==> src/rtl/branch_predict_table.sv <==
// Direct-mapped table of 2-bit saturating branch counters indexed by PC, with a
// one-cycle registered lookup, resolve-time training and a misprediction tally.
module branch_predict_table #(
  parameter int INDEX_BITS = 6,
  parameter int PC_WIDTH   = 32,
  parameter int CNT_WIDTH  = 16
) (
  input  logic                 clock,
  input  logic                 reset,
  input  logic                 lookup_valid,
  input  logic [PC_WIDTH-1:0]  lookup_pc,
  output logic                 predict_valid,
  output logic                 predict_taken,
  output logic [1:0]           predict_state,
  input  logic                 update_valid,
  input  logic [PC_WIDTH-1:0]  update_pc,
  input  logic                 update_taken,
  input  logic                 update_predicted_taken,
  output logic [CNT_WIDTH-1:0] mispredict_count
);

  localparam int ENTRIES = 1 << INDEX_BITS;

  logic [1:0]            cnt_table [ENTRIES];
  logic [INDEX_BITS-1:0] lookup_idx;
  logic [INDEX_BITS-1:0] update_idx;
  logic [1:0]            update_next;
  logic [1:0]            lookup_val;
  logic                  unused_pc_bits;

  function automatic logic [1:0] train(input logic [1:0] c, input logic taken);
    if (taken) return (c == 2'b11) ? c : c + 2'd1;
    else       return (c == 2'b00) ? c : c - 2'd1;
  endfunction

  assign lookup_idx  = lookup_pc[INDEX_BITS+1:2];
  assign update_idx  = update_pc[INDEX_BITS+1:2];
  assign update_next = train(cnt_table[update_idx], update_taken);

  // Write-through: a same-cycle update to the looked-up entry is visible to the lookup.
  assign lookup_val = (update_valid && (update_idx == lookup_idx)) ? update_next
                                                                   : cnt_table[lookup_idx];

  assign unused_pc_bits = ^{lookup_pc[PC_WIDTH-1:INDEX_BITS+2], lookup_pc[1:0],
                            update_pc[PC_WIDTH-1:INDEX_BITS+2], update_pc[1:0]};

  always_ff @(posedge clock) begin
    if (reset) begin
      for (int i = 0; i < ENTRIES; i++) cnt_table[i] <= 2'b01;
    end else if (update_valid) begin
      cnt_table[update_idx] <= update_next;
    end
  end

  always_ff @(posedge clock) begin
    if (reset) begin
      predict_valid <= 1'b0;
      predict_taken <= 1'b0;
      predict_state <= 2'b00;
    end else begin
      predict_valid <= lookup_valid;
      if (lookup_valid) begin
        predict_state <= lookup_val;
        predict_taken <= lookup_val[1];
      end
    end
  end

  always_ff @(posedge clock) begin
    if (reset) begin
      mispredict_count <= '0;
    end else if (update_valid && (update_taken != update_predicted_taken)
                 && !(&mispredict_count)) begin
      mispredict_count <= mispredict_count + CNT_WIDTH'(1);
    end
  end

endmodule

==> config.mk <==
export PLATFORM = sky130hd
export DESIGN_NAME = branch_predict_table
export DESIGN_NICKNAME = d
export VERILOG_FILES = /design/src/rtl/branch_predict_table.sv
export SDC_FILE = /design/constraint.sdc
export NUM_CORES = 1
export LEC_CHECK = 0
export BUFFER_PORTS_ARGS = -buffer_cell sky130_fd_sc_hd__buf_2
export CORE_MARGIN = 1
export CORE_UTILIZATION = 50
export DETAILED_ROUTE_END_ITERATION = 10
export HOLD_SLACK_MARGIN = 0.05
export PLACE_DENSITY = 0.8
export SYNTH_ARGS = -nofsm -noshare
export SYNTH_HDL_FRONTEND = slang
export SYNTH_SLANG_ARGS = --single-unit
==> constraint.sdc <==
create_clock -name clock -period 7.1 [get_ports clock]
set_clock_uncertainty 0.1 [all_clocks]
set_input_delay 1.42 -clock clock [delete_from_list [all_inputs] [get_ports clock]]
set_output_delay 1.42 -clock clock [all_outputs]
set_load 0.01 [all_outputs]
==> flow_summary.json, run 1 <==
{
  "synthArstFlopShare": 0,
  "fp.dieH_um": 132,
  "synth_nets": 793,
  "cts_sinks": 147,
  "syn_area_um2": 8400,
  "nets": 782,
  "slowest_stage": "maj3_2",
  "period_share": 0.715,
  "core_area_um2": 16500,
  "cts_buffer_depth": 2,
  "setup_violations": 0,
  "cp.arrival_ps": 5110,
  "wire_per_inst_um": 24.5,
  "area_growth_pct": 7.72,
  "startpoint": "update_pc[4]",
  "slew-limit-headroom": 0.235,
  "ys.flop_type": "edfxtp_1",
  "avgSynthCellArea_um2": 11.6,
  "cp_cell_sequence": "buf_2, inv_1, a221oi_1, o21ai_0, a211o_1, nor4_2, maj3_2, buf_4, nor3_1",
  "cp.buffers_inverters": 3,
  "power_mw": 2.05,
  "port_buffers": 37,
  "critPathCaptureType": "flop",
  "r2r-end": "cnt_table[52][1]$_SDFFCE_PN0P_",
  "final_antenna_net_count": 0,
  "cp-endpoint": "cnt_table[52][1]$_SDFFCE_PN0P_",
  "cp.required_ps": 7140,
  "antenna_found_initial": 0,
  "htree_levels": 4,
  "r2r-start": "cnt_table[14][1]$_SDFFCE_PN0P_",
  "hpwlAfterDp_um": 14900,
  "rrSetupSlack_ps": 3480,
  "drive_gt1_frac": 0.197,
  "rows": 47,
  "dr.pass1.iters": 6,
  "tritoncts": "done",
  "synth_seq_cells": 147,
  "cp.depth": 9,
  "path_class": "input pin to flop",
  "crit_family": "buffers and inverters",
  "dieArea_um2": 17300,
  "reg2reg_depth": 8,
  "irDropWorstVdd_mv": 0.164,
  "synth_cell_types": 58,
  "drv_cap": 0,
  "crit_fanout": 39,
  "cp_slowest_stage_delay_ps": 780,
  "power_per_cell_area_nw_per_um2": 226,
  "start_util": 0.510,
  "layout_min_cycle_time_ps": 5070,
  "grt_pass1_wl_um": 35500,
  "ys_warn_count": 0,
  "cts.clk_slew.worst_paths_ps": 60,
  "postCtsHoldBufs": 0,
  "rsz0062_at_grt": "false",
  "clock.fmax_mhz": 197,
  "drc": 0,
  "min_path_type": "flop to flop",
  "synth-edff-count": 128,
  "outcome": "finished clean",
  "die_w_um": 132,
  "gp_congestion": 0.891,
  "p_leak_nw": 2.76,
  "cts_root_buf": "clkbuf_16",
  "final.setup.tns_ps": 0,
  "slew_violations": 0,
  "timing.final.ws_setup_ps": 2030,
  "routed_wl_um": 23100,
  "io_pins": 90,
  "holdWs_ps": 425,
  "syn_inst": 722,
  "numCtsBuffers": 17,
  "cp-start-kind": "input pin",
  "via_count": 6626,
  "grt_pass1_vias": 6370,
  "tightest_slew_ps": 1150,
  "grt.overflow.total": 0,
  "hold_viol_final": 0,
  "ys_seq_area_frac": 0.503,
  "insertion_delay_ps": 440,
  "num_antenna_cells": 0,
  "post_cts_buffers": 0,
  "vias_per_cell": 7.04,
  "drt_iter0_markers": 990,
  "grt_max_degree": 40,
  "grt.total_usage": 0.275,
  "dp_slack_ps": 1760,
  "cts_resized": 0
}
==> final cells by class <==
| type | count | area, µm² |
|---|---|---|
| repair buffers | 48 | 268 |
| multi-input cells | 491 | 3730 |
| flip-flops and latches | 147 | 4220 |
| inverters | 6 | 22.5 |
| well taps | 220 | 275 |
| clock buffers | 18 | 429 |
| fillers | 1330 | 7420 |
| clock inverters | 11 | 92.6 |
==> cells by family (layout without fill, tap and decap cells) <==
kind of cell | after synthesis | in the layout | share of synthesized area
compound gates | 120 | 120 | 0.0884
flops | 147 | 147 | 0.503
buf+inv | 84 | 83 | 0.0525
fa+ha+maj | 3 | 3 | 0.00402
simple gates | 272 | 272 | 0.162
xor+xnor | 19 | 19 | 0.0198
mux | 77 | 77 | 0.171
==> placed cells by master, fill, tap and decap left out, types with 8 or more instances in the layout <==
cell and count:
edfxtp_1 128, nand3_1 66, o21ai_0 63, nor3_1 59
mux4_2 52, nor2_1 50, nand2_1 43, buf_2 37
dfxtp_1 19, clkbuf_16 17, mux2i_1 16, xor2_1 15
buf_4 11, a221oi_1 10, a21oi_1 9, and3_1 8
mux2_2 8
==> cell usage after synthesis, types with 8 or more instances <==
cell,n,area share
nor2_1,50,0.022
a221oi_1,10,0.010
mux4_2,52,0.14
buf_6,13,0.017
edfxtp_1,128,0.46
mux2i_1,16,0.019
buf_2,13,0.0077
nand3_1,66,0.039
and3_1,8,0.0060
mux2_2,8,0.011
o21ai_0,63,0.038
nand2_1,43,0.019
nor3_1,59,0.035
a21oi_1,9,0.0054
dfxtp_1,19,0.045
xor2_1,15,0.016
clkbuf_1,42,0.019
==> state kept, by name, indices dropped and copies added (netlist names) <==
| signal | cells |
|---|---|
| cnt_table | 128 |
| predict_state | 1 |
| predict_valid | 1 |
| predict_taken | 1 |
| mispredict_count | 16 |
==> metal layers <==
layer / track usage / vias to the layer above / wire (µm)
met5: 0 / - / 0
met4: 0.169 / 0 / 1230
met3: 0.0845 / 108 / 2930
met2: 0.434 / 557 / 10900
met1: 0.332 / 3191 / 7990
li1: - / 2770 / -
==> worst register-to-register path, cell delays in order, from the launching register on <==
cell	delay [ps]
edfxtp_1	410
mux4_2	480
mux2i_1	190
o22ai_1	160
a211o_1	380
nor4_2	340
maj3_2	780
buf_4	390
nor3_1	100
==> power breakdown <==
| part | internal [mW] | switching [mW] | total, mW | leakage [nW] |
|---|---|---|---|---|
| Sequential | 0.958 | 0.0132 | 0.971 | 1.30 |
| Clock | 0.470 | 0.353 | 0.822 | 0.237 |
| Combinational | 0.0822 | 0.170 | 0.252 | 1.22 |
==> metrics by stage <==
stage               instance area [µm²]   util  instances
floorplan                          8400      -        722
global placement                   8520  0.518        912
detailed placement                 8520  0.518        912
CTS                                9040  0.549        941
global route                       9040  0.549        941
finish                             9040  0.549        941
==> how the worst min path moves through the flow <==
stage	start	endpoint	slack [ps]	cells past startpoint
2_1_floorplan	mispredict_count[6]$_SDFFE_PP0P_	mispredict_count[6]$_SDFFE_PP0P_	430	2
3_3_place_gp	mispredict_count[6]$_SDFFE_PP0P_	mispredict_count[6]$_SDFFE_PP0P_	400	2
3_5_place_dp	mispredict_count[6]$_SDFFE_PP0P_	mispredict_count[6]$_SDFFE_PP0P_	420	2
4_1_cts	mispredict_count[6]$_SDFFE_PP0P_	mispredict_count[6]$_SDFFE_PP0P_	430	2
5_1_grt	mispredict_count[6]$_SDFFE_PP0P_	mispredict_count[6]$_SDFFE_PP0P_	450	2
6_report	mispredict_count[6]$_SDFFE_PP0P_	mispredict_count[6]$_SDFFE_PP0P_	430	2
Power figures use the tool's default switching activity.
==> inputs of run 2 (changes only) <==
Settings changed: PLACE_DENSITY 0.8 to 0.82.
Clock period 7.1 ns to 4.33 ns, I/O delays scaled along.
==> flow_summary.json, run 2 (same netlist as run 1, synthesis figures left out) <==
{
  "placed_area_um2": 8810,
  "setup_violations": 0,
  "tritoncts": "done",
  "reg2reg_depth": 8,
  "cp.arrival_ps": 3740,
  "worstHoldEndpoint": "mispredict_count[4]$_SDFFE_PP0P_",
  "post_cts_buffers": 0,
  "dr_wl_met3_um": 3120,
  "hp-start": "mispredict_count[4]$_SDFFE_PP0P_",
  "dieArea_um2": 17300,
  "cts.clk_slew.worst_paths_ps": 60,
  "drt_iter0_markers": 971,
  "instances_no_fill": 972,
  "hpwlAfterDp_um": 16200,
  "slowest_stage": "or4_1",
  "io_pins": 90,
  "cp.buffers_inverters": 3,
  "outcome": "finished clean",
  "period_share": 0.821,
  "numCtsBuffers": 17,
  "cp_cell_sequence": "buf_2, buf_4, mux4_2, and3_1, a31oi_1, o21ai_1, or4_1, maj3_2, buf_12, nand3_1",
  "clock.fmax_mhz": 281,
  "die_w_um": 132,
  "fp.dieH_um": 132,
  "wl_met2_um": 11300,
  "layout_min_cycle_time_ps": 3560,
  "layout_commonest_cell": "edfxtp_1",
  "port_buffers": 37,
  "slew-limit-headroom": 0.259,
  "gp_congestion": 0.939,
  "routed_wl_um": 23700,
  "crit_fanout": 31,
  "path_class": "input pin to flop",
  "rrSetupSlack_ps": 1330,
  "start_util": 0.510,
  "top_layer": "met4",
  "r2r-end": "cnt_table[20][0]$_SDFFCE_PN1P_",
  "area_growth_pct": 12.8,
  "cts_resized": 0,
  "met1_length_um": 8200,
  "min_path_type": "flop to flop",
  "cp.required_ps": 4520,
  "power_per_cell_area_nw_per_um2": 385,
  "critPathCaptureType": "flop",
  "grt.overflow.total": 0,
  "mostFrequentLayoutCells": "edfxtp_1, nand3_1, o21ai_0",
  "irDropWorstVdd_mv": 0.315,
  "core_area_um2": 16500,
  "cts_sinks": 147,
  "place_inst": 939,
  "whs_path_depth": 2,
  "wire_per_inst_um": 24.3,
  "nets": 809,
  "grt.total_usage": 0.286,
  "vias_per_cell": 6.90,
  "grt_max_degree": 37,
  "cts_buffer_depth": 2,
  "rows": 47,
  "htree_levels": 4,
  "final.setup.tns_ps": 0,
  "p_leak_nw": 3.00,
  "dr.pass1.iters": 6,
  "drive_gt1_frac": 0.233,
  "reg_top3": "cnt_table (128), mispredict_count (16)",
  "r2r-start": "cnt_table[5][1]$_SDFFCE_PN0P_",
  "final_antenna_net_count": 0,
  "slew_violations": 0,
  "grt_pass1_wl_um": 37100,
  "crit_family": "buffers and inverters",
  "cp-start-kind": "input pin",
  "postCtsHoldBufs": 0,
  "insertion_delay_ps": 440,
  "antenna_found_initial": 0,
  "drc": 0,
  "grt_pass1_vias": 6599,
  "drv_cap": 0,
  "tightest_slew_ps": 1100,
  "rsz0062_at_grt": "false",
  "top_register": "cnt_table",
  "largest_reg_flops": 128,
  "final_area_um2": 9470,
  "hold_viol_final": 0,
  "cts_root_buf": "clkbuf_16",
  "nFillCells": 1308,
  "via_count": 6705,
  "cp_slowest_stage_delay_ps": 520
}
-- run 2: changes by cell type in the layout (fill, tap and decap cells not counted), moves of 3 or more --
cell,delta
buf_12,+7
buf_4,+20
bufinv_16,+3
clkbuf_8,+6
clkinvlp_4,-5
-- run 2: cell type report --
cell class              instances  area [µm²]  area share
flip-flops and latches        147        4220       0.446
multi-input cells             491        3730       0.394
repair buffers                 75         558      0.0589
clock buffers                  23         508      0.0536
well taps                     220         275      0.0291
clock inverters                 9         148      0.0156
inverters                       6        22.5     0.00238
diodes                          1        2.50    0.000264
-- run 2: routing by layer --
metal	vias to the layer above	GRT usage
met5	-	0
met4	0	0.146
met3	105	0.0775
met2	580	0.455
met1	3189	0.359
li1	2831	-
-- run 2: worst max-delay path by stage --
| stage | depth (start not counted) | startpoint | endpoint | slack, ps |
|---|---|---|---|---|
| after global placement | 10 | update_pc[4] | cnt_table[60][0]$_SDFFCE_PN1P_ | 470 |
| final | 10 | update_pc[4] | cnt_table[5][0]$_SDFFCE_PN1P_ | 770 |
| after detailed placement | 10 | update_pc[4] | cnt_table[5][0]$_SDFFCE_PN1P_ | 420 |
| after floorplan | 11 | update_pc[4] | cnt_table[0][0]$_SDFFCE_PN1P_ | 870 |
| after CTS | 10 | update_pc[4] | cnt_table[43][0]$_SDFFCE_PN1P_ | 860 |
| after global routing | 10 | update_pc[4] | cnt_table[7][0]$_SDFFCE_PN1P_ | 730 |
-- run 2: metrics by stage --
stage / util / setup slack [ps] / total power [mW] / hold slack (ps)
floorplan: - / 868 / 1.94 / 427
global placement: 0.535 / 468 / 2.04 / 407
detailed placement: 0.535 / 423 / 2.05 / 433
CTS: 0.575 / 858 / 3.64 / 441
global route: 0.575 / 730 / 3.74 / 471
finish: 0.575 / 774 / 3.65 / 438
-- run 2: report_power, final --
part	switching (mW)	internal, mW	leakage, nW
Sequential	0.0223	1.57	1.30
Combinational	0.281	0.165	1.38
Clock	0.560	1.05	0.325
-- run 2: worst min-delay path: cells and delay by family, from the launching register on --
family          cells  cell delay [ps]
flops               1              350
compound gates      2              150
